## src/rtl/tff_bank.sv

```systemverilog
// Multi-channel ring time flip-flop bank: accumulates we-high cycles per channel and replays them as an out pulse on re.
// Optional macro TFF_SATURATE_EN: hold count at RING_SEGS-1 instead of wrapping.
module tff_bank #(
  parameter int unsigned CHANNELS  = 4,
  parameter int unsigned RING_SEGS = 59,
  localparam int unsigned CW = $clog2(RING_SEGS)
) (
  input  logic                   clk,
  input  logic                   rstb,
  input  logic [CHANNELS-1:0]    we,
  input  logic [CHANNELS-1:0]    re,
  output logic [CHANNELS-1:0]    out,
  output logic [CHANNELS-1:0]    carry,
  output logic [CHANNELS-1:0]    busy,
  output logic [CHANNELS-1:0]    done,
  output logic [CHANNELS*CW-1:0] count
);

  localparam logic [CW-1:0] TOP = CW'(RING_SEGS - 1);

  typedef enum logic [1:0] {
    IDLE = 2'd0,
    READ = 2'd1,
    DONE = 2'd2
  } state_t;

  for (genvar g = 0; g < CHANNELS; g++) begin : g_ch
    state_t        st;
    logic [CW-1:0] cnt;
    logic          car;
    logic          out_r;
    logic          busy_r;
    logic          done_r;

    // Status outputs trail the state by one edge, so carry is cleared as the visible done pulse ends.
    always_ff @(posedge clk) begin
      if (!rstb) begin
        st     <= IDLE;
        cnt    <= '0;
        car    <= 1'b0;
        out_r  <= 1'b0;
        busy_r <= 1'b0;
        done_r <= 1'b0;
      end else begin
        out_r  <= (st == READ);
        busy_r <= (st != IDLE);
        done_r <= (st == DONE);
        if (done_r) car <= 1'b0;
        case (st)
          IDLE: begin
            if (re[g]) begin
              st <= (cnt != '0) ? READ : DONE;
            end else if (we[g]) begin
              if (cnt == TOP) begin
                car <= 1'b1;
`ifdef TFF_SATURATE_EN
                cnt <= TOP;
`else
                cnt <= '0;
`endif
              end else begin
                cnt <= cnt + CW'(1);
              end
            end
          end
          READ: begin
            cnt <= cnt - CW'(1);
            if (cnt == CW'(1)) st <= DONE;
          end
          DONE: begin
            cnt <= '0;
            st  <= IDLE;
          end
          default: st <= IDLE;
        endcase
      end
    end

    assign out[g]             = out_r;
    assign carry[g]           = car;
    assign busy[g]            = busy_r;
    assign done[g]            = done_r;
    assign count[g*CW +: CW]  = cnt;
  end

endmodule
```

## config.mk

```make
export PLATFORM = sky130hd
export DESIGN_NAME = tff_bank
export DESIGN_NICKNAME = d
export VERILOG_FILES = /design/src/rtl/tff_bank.sv
export SDC_FILE = /design/constraint.sdc
export NUM_CORES = 1
export LEC_CHECK = 0
export ABC_AREA = 0
export CAP_MARGIN = 30
export CORE_MARGIN = 10
export CORE_UTILIZATION = 40
export DETAILED_ROUTE_END_ITERATION = 6
export SYNTH_ARGS = -nofsm -noshare
export SYNTH_HDL_FRONTEND = slang
export SYNTH_SLANG_ARGS = --single-unit
```

## constraint.sdc

```tcl
create_clock -name clk -period 3.79 [get_ports clk]
set_input_delay 0.9475 -clock clk [delete_from_list [all_inputs] [get_ports clk]]
set_output_delay 0.9475 -clock clk [all_outputs]
set_load 0.005 [all_outputs]
```

==> results of run 1 <==
-- registers in the layout, summed over array words and instances, names as in the netlist --
register and count:
g_ch.done_r 4, g_ch.cnt 24, g_ch.car 4, g_ch.busy_r 4
g_ch.out_r 4, g_ch.st 8
-- final cells by class --
| cell class | count | area, µm² | area share (%) |
|---|---|---|---|
| well taps | 102 | 128 | 3.47 |
| clock buffers | 6 | 72.6 | 1.97 |
| flip-flops and latches | 48 | 961 | 26.1 |
| multi-input cells | 270 | 1860 | 50.5 |
| clock inverters | 2 | 35.0 | 0.952 |
| repair buffers | 50 | 498 | 13.5 |
| inverters | 34 | 128 | 3.47 |
-- power by group through the flow --
stage	sequential, mW	clock (mW)	combinational, mW
floorplan	0.785	0	1.03
global placement	0.874	0	1.36
detailed placement	0.873	0	1.37
CTS	0.863	0.387	1.37
global route	0.893	0.405	1.54
finish	0.862	0.373	1.37
-- per-layer routing --
| metal | up-vias | share of wire (%) | global-route usage (%) |
|---|---|---|---|
| met5 | - | 0 | 0 |
| met4 | 0 | 1.2 | 3.95 |
| met3 | 7 | 5.7 | 3.15 |
| met2 | 62 | 45 | 19.4 |
| met1 | 1262 | 48 | 16.3 |
| li1 | 1411 | - | - |
-- cell usage after synthesis (7+ instances only) --
library cell	count	share of area, %
clkbuf_1	10	1.2
nand3_1	10	1.6
inv_1	33	4.0
o21ai_0	22	3.5
ha_1	29	12
nor2_1	15	1.8
a21oi_1	33	5.3
and2_1	20	4.0
nand2_1	19	2.3
nor3_1	10	1.6
dfxtp_1	48	31
buf_4	16	3.8
o211ai_1	7	1.7
-- cells by family after synthesis --
family          synth area share, %
simple gates                   24.0
compound gates                 21.7
buf+inv                        9.91
flops                          30.7
fa+ha+maj                      11.6
mux                            1.28
xor+xnor                      0.839
-- per-stage QoR --
step	hold slack (ns)	util, %	area, µm²	std cells	setup WS, ns
after global placement	0.472	46.5	3570	504	1.34
final	0.494	47.9	3680	512	1.38
after CTS	0.497	47.9	3680	512	1.36
after detailed placement	0.475	46.5	3570	504	1.21
after global routing	0.535	47.9	3680	512	1.25
after floorplan	0.458	-	3130	382	1.82
-- cell usage in the layout (no fill, tap or decap), types with 6 or more instances in the layout --
master,synthesis,final
a211oi_1,6,6
a21oi_1,33,33
and2_1,20,20
clkdlybuf4s50_1,0,49
dfxtp_1,48,48
ha_1,29,29
inv_1,33,33
nand2_1,19,19
nand3_1,10,10
nor2_1,15,15
nor3_1,10,10
o211ai_1,7,7
o21a_1,6,6
o21ai_0,22,22
o22ai_1,6,6
-- worst paths after layout --
kind                                     start             end  slack [ns]  depth (start not counted)
worst max-delay path            g_ch[3].cnt[2]       count[20]        1.38                          1
worst min-delay path               g_ch[3].car     g_ch[3].car        0.49                          2
worst max register to register   g_ch[1].st[0]  g_ch[1].cnt[3]        1.80                          6
worst min register to register     g_ch[3].car     g_ch[3].car        0.49                          2
==> results by group, run 1 <==
Drt
  – Detail Route Antenna Nets: 0
  – Vias: 2742
  – DRT Pass-1 Iters: 4
  – Drt wl/cell: 14.6 µm
  – 1st-iter DRT viols: 114
  – Drt drc: 0
  – WL final: 7470 µm
  – Routed vias/inst: 5.36

Place
  – Gpl congestion: 0.831
  – Detail Placement HPWL: 5300 µm
  – I/O Buffers: 49

Floorplanning
  – DIE AREA: 11800 µm²
  – Die X: 108 µm
  – Core box area: 7690 µm²
  – Initial Util: 40.7%
  – # IOs: 50
  – Die Y: 108 µm
  – # rows: 32

Pwr
  – P_int: 1.51 mW
  – Cell Pwr Density: 709 nW/µm²
  – Sw Ratio: 42.3%
  – Peak supply drop: 0.000254 V
  – Power share of the clock group: 14.3%
  – Sw power: 1.10 mW
  – Leak: 1.40 nW
  – Tot Pwr: 2.61 mW
  – Flop pwr share: 33.1%
  – Gate power share: 52.6%

Critical path
  – Crit path max-delay family: buffers and inverters
  – Buf+Inv Stages, Crit Path: 1
  – Crit start category: flip-flop
  – WS Path Type: reg -> out
  – CP Data Required Time: 2.84 ns
  – Slowest CP cell: clkdlybuf4s50_1
  – Crit path DAT: 1.47 ns
  – CP Capture Type: primary output
  – Max incr delay on CP: 0.59 ns
  – Crit path cell chain: clkdlybuf4s50_1
  – Critical Path Fanout Max: 14

Synth
  – Synth warnings: 0
  – FF+latch count, synth: 48
  – Sequential-to-total area share from yosys stat: 30.7%
  – Fraction of registers with async set/reset: 0%
  – Netlist Area Pre-Place: 3130 µm²
  – Library cells used by synthesis: 54
  – Synth Flop Type: dfxtp_1
  – Post-Syn Instances: 382
  – Synthesized Nets: 421
  – Post-synthesis average cell area: 8.20 µm²
  – Post-synth EDFFs: 0

STA
  – Final worst path period share: 63.7%
  – Max-slew violations: 0
  – Relative slew slack: 61.4%
  – Worst Skew: 0.0152 ns
  – Least-Margin Pin Slew: 0.571 ns
  – Crit path time final: 2.41 ns
  – Sum Neg Setup Slack: 0 ns
  – Endpoints failing setup: 0
  – Final Hold Vio Count: 0
  – Fmax: 414 MHz
  – RSZ-0062 raised after global routing: no

Clock network
  – Root Driver: clkbuf_8
  – Clk_lat worst skew: 0.31 ns
  – Clock-pin slew on the worst setup and hold paths: 0.09 ns
  – Number of CTS-inserted buffers: 5
  – Post-CTS setup buffers: 0
  – # hold bufs at CTS: 0
  – CTS max path bufs: 2
  – CTS resizes: 0
  – CTS tree: yes
  – CTS HTree Levels: 2
  – Clock sink count: 48

GRT
  – Total GRT Usage: 12.4%
  – First-pass GRT wire length: 12300 µm
  – Vias in the first global route: 2529
  – Largest net degree at the start of global routing: 29
  – Initial antenna violation count: 0
  – GRT overflow: 0

Cells and area
  – Nets: 448
  – P&R area growth vs syn: 17.6%
  – Fillers: 778
  – Share of cells above drive strength 1: 3.90%
  – # diodes: 0

Run status
  – Outcome: finished, final reports clean

Run
  – MaxCap Viol Count: 0

Min path
  – Min-Delay Path Class: reg -> reg
(Power assumes the default switching activity.)
==> run 2, diff against run 1 <==
clock period = 2 ns   (was 3.79 ns; I/O delays follow)
==> results by group, run 2 (synthesized netlist as in run 1, its figures left out) <==
Clock network
  – Clock sink count: 48 (unchanged)
  – Clk_lat worst skew: 0.29 ns (-0.02 ns)
  – Clock-pin slew on the worst setup and hold paths: 0.08 ns (about the same)
  – Root Driver: clkbuf_8
  – CTS HTree Levels: 2 (unchanged)
  – Number of CTS-inserted buffers: 5 (unchanged)
  – CTS tree: yes
  – CTS max path bufs: 2 (unchanged)

Floorplanning
  – Die X: 108 µm (unchanged)
  – # rows: 32 (unchanged)
  – Initial Util: 40.7% (unchanged)
  – Die Y: 108 µm (unchanged)
  – # IOs: 50 (unchanged)
  – DIE AREA: 11800 µm² (unchanged)
  – Core box area: 7690 µm² (unchanged)

Critical path
  – Reg2Reg Launch Point: g_ch[0].st[0]
  – Critical Path Fanout Max: 13 (-1)
  – WS Path Type: reg -> out
  – Buf+Inv Stages, Crit Path: 1 (unchanged)
  – Crit start category: flip-flop
  – Crit path DAT: 1.43 ns (-0.04 ns)
  – Worst reg2reg endpoint: g_ch[0].cnt[3]
  – CP Capture Type: primary output
  – Max incr delay on CP: 0.59 ns (about the same)
  – Crit path cell chain: clkdlybuf4s50_1
  – Worst Reg-to-Reg Cells: 6 (unchanged)
  – Slowest CP cell: clkdlybuf4s50_1
  – R2R Setup Slk: 0.18 ns (-1.62 ns)
  – CP Data Required Time: 1.50 ns (-1.34 ns)
  – Crit path max-delay family: buffers and inverters

Drt
  – 1st-iter DRT viols: 64 (-44%)
  – WL final: 7570 µm (+1.3%)
  – DRT Pass-1 Iters: 5 (+1)
  – Drt drc: 0 (unchanged)
  – Drt wl/cell: 14.3 µm (-1.9%)
  – Detail Route Antenna Nets: 0 (unchanged)
  – Vias: 2821 (+2.9%)
  – Routed vias/inst: 5.33 (-0.43%)

GRT
  – First-pass GRT wire length: 12800 µm (+3.9%)
  – Initial antenna violation count: 0 (unchanged)
  – Largest net degree at the start of global routing: 17 (-41%)
  – Total GRT Usage: 12.8% (+0.39 points)
  – Vias in the first global route: 2686 (+6.2%)
  – GRT overflow: 0 (unchanged)

Pwr
  – Cell Pwr Density: 1330 nW/µm² (+87%)
  – Peak supply drop: 0.000634 V (+150%)
  – Leak: 1.48 nW (+6.0%)

Cells and area
  – Nets: 466 (+4.0%)
  – Commonest non-fill, non-tap cell in the layout: clkdlybuf4s50_1
  – Most frequent cells in the layout: clkdlybuf4s50_1 (49), dfxtp_1 (47), a21oi_1 (33), inv_1 (32), ha_1 (28)
  – P&R area growth vs syn: 22.2%
  – Largest regs: g_ch.cnt (24), g_ch.st (8)
  – Largest register FFs: 24 (unchanged)
  – Largest Register: g_ch.cnt
  – Share of cells above drive strength 1: 8.90% (+5.0 points)
  – # diodes: 0 (unchanged)

STA
  – RSZ-0062 raised after global routing: no
  – Least-Margin Pin Slew: 0.423 ns (-0.148 ns)
  – Crit path time final: 1.93 ns
  – Worst hold slack: 0.499 ns (+0.00462 ns)
  – Fmax: 518 MHz
  – Relative slew slack: 71.4% (+10 points)
  – Sum Neg Setup Slack: 0 ns (unchanged)
  – Worst Skew: 0.00489 ns (-0.0103 ns)
  – Final worst path period share: 96.6%
  – Final Hold Vio Count: 0 (unchanged)
  – Endpoints failing setup: 0 (unchanged)
  – Max-slew violations: 0 (unchanged)

Min path
  – Min-Delay Path Class: reg -> reg
  – Worst hold path cell count: 2 (unchanged)
  – Min-delay src: g_ch[3].car
  – Worst Hold Path EP: g_ch[3].car

Place
  – I/O Buffers: 49 (unchanged)
  – Gpl congestion: 0.854 (+2.8%)
  – Detail Placement HPWL: 5630 µm (+6.2%)

Run status
  – Outcome: finished, final reports clean

Run
  – MaxCap Viol Count: 0 (unchanged)
## run 2: worst max path at each step
stage,start,endpoint,slack (ns),depth (start not counted)
floorplan,g_ch[3].st[0],g_ch[3].cnt[5],0.14,8
global placement,re[2],g_ch[2].cnt[5],0.07,5
detailed placement,re[2],g_ch[2].cnt[5],0.003,5
CTS,g_ch[2].cnt[2],count[14],0.04,1
global route,g_ch[2].st[0],g_ch[2].cnt[3],0.002,6
finish,g_ch[2].cnt[2],count[14],0.07,1
## run 2: per-stage QoR
| step | std cells | utilization (%) | total power, mW | cell area, µm² | setup WS (ns) |
|---|---|---|---|---|---|
| finish | 529 | 49.8 | 5.08 | 3830 | 0.0677 |
| global route | 529 | 49.8 | 5.56 | 3830 | 0.00165 |
| CTS | 528 | 49.4 | 5.06 | 3800 | 0.0433 |
| detailed placement | 521 | 48.1 | 4.41 | 3700 | 0.00335 |
| global placement | 521 | 48.1 | 4.40 | 3700 | 0.0705 |
| floorplan | 382 | - | 3.44 | 3130 | 0.142 |
## run 2: layout make-up
type	instances	area (µm²)
flip-flops and latches	48	962
repair buffers	68	633
well taps	102	128
clock buffers	7	96.3
multi-input cells	270	1880
inverters	34	128
fillers	772	3860
## run 2: metal layers
metal / vias up / track usage, % / routed length (µm)
met5: - / 0 / 0
met4: 0 / 2.64 / 49
met3: 4 / 3.45 / 427
met2: 58 / 21.9 / 3520
met1: 1315 / 15.8 / 3580
li1: 1444 / - / -
## run 2: power breakdown
part / internal (mW) / switching [mW] / total, mW
logic: 1.43 / 1.44 / 2.87
clock network: 0.309 / 0.315 / 0.624
registers: 1.22 / 0.363 / 1.59
## run 2: what timing repair did
action / CTS / global route
hold buffers: 0 / 0
buffers inserted: 0 / 1
resized for setup: 0 / 5
setup endpoints to repair: 0 / 3
## run 2: worst register-to-register path, stage by stage, from the launching register on
cell and delay (ns):
dfxtp_1 0.36, inv_1 0.07, ha_1 0.38, or4b_2 0.60, nand2_1 0.11, and3_1 0.15, nor4_1 0.04
==> run 3, diff against run 2 <==
CORE_MARGIN = 5   (was 10)
==> results by group, run 3 (synthesized netlist as in run 1, its figures left out) <==
Place
  – Detail Placement HPWL: 5280 µm (-6.3%)
  – Place WS: 0.0152 ns (+0.0119 ns)
  – Gpl congestion: 0.828 (-3.0%)
  – Placed cells: 524 (+0.58%)
  – I/O Buffers: 49 (unchanged)

Floorplanning
  – # rows: 32 (unchanged)
  – # IOs: 50 (unchanged)
  – Core box area: 7690 µm² (unchanged)
  – Die Y: 98.5 µm (-9.2%)
  – DIE AREA: 9700 µm² (-18%)
  – Initial Util: 40.7% (unchanged)
  – Die X: 98.5 µm (-9.2%)

GRT
  – Total GRT Usage: 14.6% (+1.8 points)
  – Vias in the first global route: 2653 (-1.2%)
  – Largest net degree at the start of global routing: 21 (+4)
  – Initial antenna violation count: 0 (unchanged)
  – First-pass GRT wire length: 12000 µm (-5.9%)
  – GRT overflow: 0 (unchanged)

Pwr
  – Gate power share: 58.1% (+1.6 points)
  – P_int: 2.88 mW (-2.8%)
  – Power share of the clock group: 10.8% (-1.5 points)
  – Flop pwr share: 31.0% (-0.2 points)
  – Tot Pwr: 4.97 mW (-2.3%)
  – Cell Pwr Density: 1310 nW/µm² (-1.4%)
  – Peak supply drop: 0.000523 V (-18%)
  – Sw Ratio: 42.0% (+0.34 points)
  – Leak: 1.48 nW (-0.26%)
  – Sw power: 2.09 mW (-1.5%)

Run status
  – Outcome: finished, final reports clean

Critical path
  – R2R Setup Slk: 0.14 ns (-0.04 ns)
  – WS Path Type: reg -> out
  – Crit path max-delay family: buffers and inverters
  – CP Data Required Time: 1.50 ns (about the same)
  – Slowest CP cell: clkdlybuf4s50_1
  – Max incr delay on CP: 0.57 ns (-0.02 ns)
  – CP Capture Type: primary output
  – Worst Reg-to-Reg Cells: 6 (unchanged)
  – Crit path DAT: 1.38 ns (-0.05 ns)
  – Cell depth of the worst setup path: 1 (unchanged)
  – Crit start category: flip-flop
  – Buf+Inv Stages, Crit Path: 1 (unchanged)
  – Critical Path Fanout Max: 10 (-3)
  – Crit path cell chain: clkdlybuf4s50_1

Min path
  – Min-Delay Path Class: reg -> reg
  – Worst hold path cell count: 2 (unchanged)

Drt
  – Routed vias/inst: 5.39 (+1.1%)
  – Drt wl/cell: 13.7 µm (-4.4%)
  – WL final: 7240 µm (-4.4%)
  – 1st-iter DRT viols: 50 (-22%)
  – Vias: 2852 (+1.1%)
  – Detail Route Antenna Nets: 0 (unchanged)
  – Drt drc: 0 (unchanged)
  – DRT Pass-1 Iters: 4 (-1)

Cells and area
  – Largest Register: g_ch.cnt
  – P&R area growth vs syn: 21.2%
  – # diodes: 0 (unchanged)
  – Largest regs: g_ch.cnt (24), g_ch.st (8)
  – Largest register FFs: 24 (unchanged)
  – Multi-input gate area: 1860 µm² (-0.93%)
  – FF/Latch Area: 961 µm² (-0.13%)
  – Commonest non-fill, non-tap cell in the layout: clkdlybuf4s50_1
  – Layout Cells excl Fill: 529 (unchanged)
  – Nets: 468 (+0.43%)
  – Fillers: 780 (+1.0%)
  – Most frequent cells in the layout: clkdlybuf4s50_1 (49), dfxtp_1 (48), inv_1 (33), a21oi_1 (33), ha_1 (28)
  – Share of cells above drive strength 1: 8.20% (-0.70 points)

Run
  – MaxCap Viol Count: 0 (unchanged)

Clock network
  – CTS max path bufs: 2 (unchanged)
  – CTS HTree Levels: 2 (unchanged)
  – Number of CTS-inserted buffers: 5 (unchanged)
  – Clock sink count: 48 (unchanged)
  – Clock-pin slew on the worst setup and hold paths: 0.08 ns (about the same)
  – Root Driver: clkbuf_8
  – Clk_lat worst skew: 0.29 ns (about the same)
  – # hold bufs at CTS: 0 (unchanged)
  – CTS tree: yes
  – CTS resizes: 0 (unchanged)
  – Post-CTS setup buffers: 0 (unchanged)

STA
  – Final worst-path setup slack: 0.122 ns (+0.0541 ns)
  – Fmax: 532 MHz (+2.9%)
  – Least-Margin Pin Slew: 0.432 ns (+0.00866 ns)
  – Sum Neg Setup Slack: 0 ns (unchanged)
  – Worst Skew: 0.00265 ns (-0.00224 ns)
  – Relative slew slack: 70.9% (-0.59 points)
  – Final Hold Vio Count: 0 (unchanged)
  – Final worst path period share: 93.9% (-2.7 points)
  – Max-slew violations: 0 (unchanged)
  – RSZ-0062 raised after global routing: no
  – Crit path time final: 1.88 ns (-0.0541 ns)
  – Endpoints failing setup: 0 (unchanged)
## run 3: path summary, 6_finish.rpt
kind / start / end
min reg2reg: g_ch[3].car / g_ch[3].car
max reg2reg: g_ch[2].st[0] / g_ch[2].cnt[3]
max: g_ch[3].cnt[3] / count[21]
min: g_ch[3].car / g_ch[3].car
## run 3: layout make-up
type	count	area share, %
multi-input combinational	270	49.1
timing repair buffer	70	17.1
inverter	34	3.36
clock buffer	5	1.81
sequential	48	25.3
tap	102	3.36
## run 3: layer usage
layer / wire, µm / track usage, %
met5: 0 / 0
met1: 3370 / 18.9
met2: 3450 / 24.4
met3: 312 / 2.62
met4: 99 / 5.04
## run 3: power by group through the flow
| stage | clock network, mW | logic, mW | registers, mW |
|---|---|---|---|
| finish | 0.538 | 2.89 | 1.54 |
| global route | 0.587 | 3.23 | 1.60 |
| CTS | 0.563 | 2.89 | 1.55 |
| detailed placement | 0 | 2.87 | 1.57 |
| global placement | 0 | 2.86 | 1.57 |
| floorplan | 0 | 1.95 | 1.49 |
## run 3: stage by stage
stage	hold slack, ns	util, %	area, µm²
2_1_floorplan	0.458	-	3130
3_3_place_gp	0.475	48.4	3720
3_5_place_dp	0.479	48.4	3720
4_1_cts	0.500	49.3	3790
5_1_grt	0.541	49.4	3790
6_report	0.493	49.4	3790
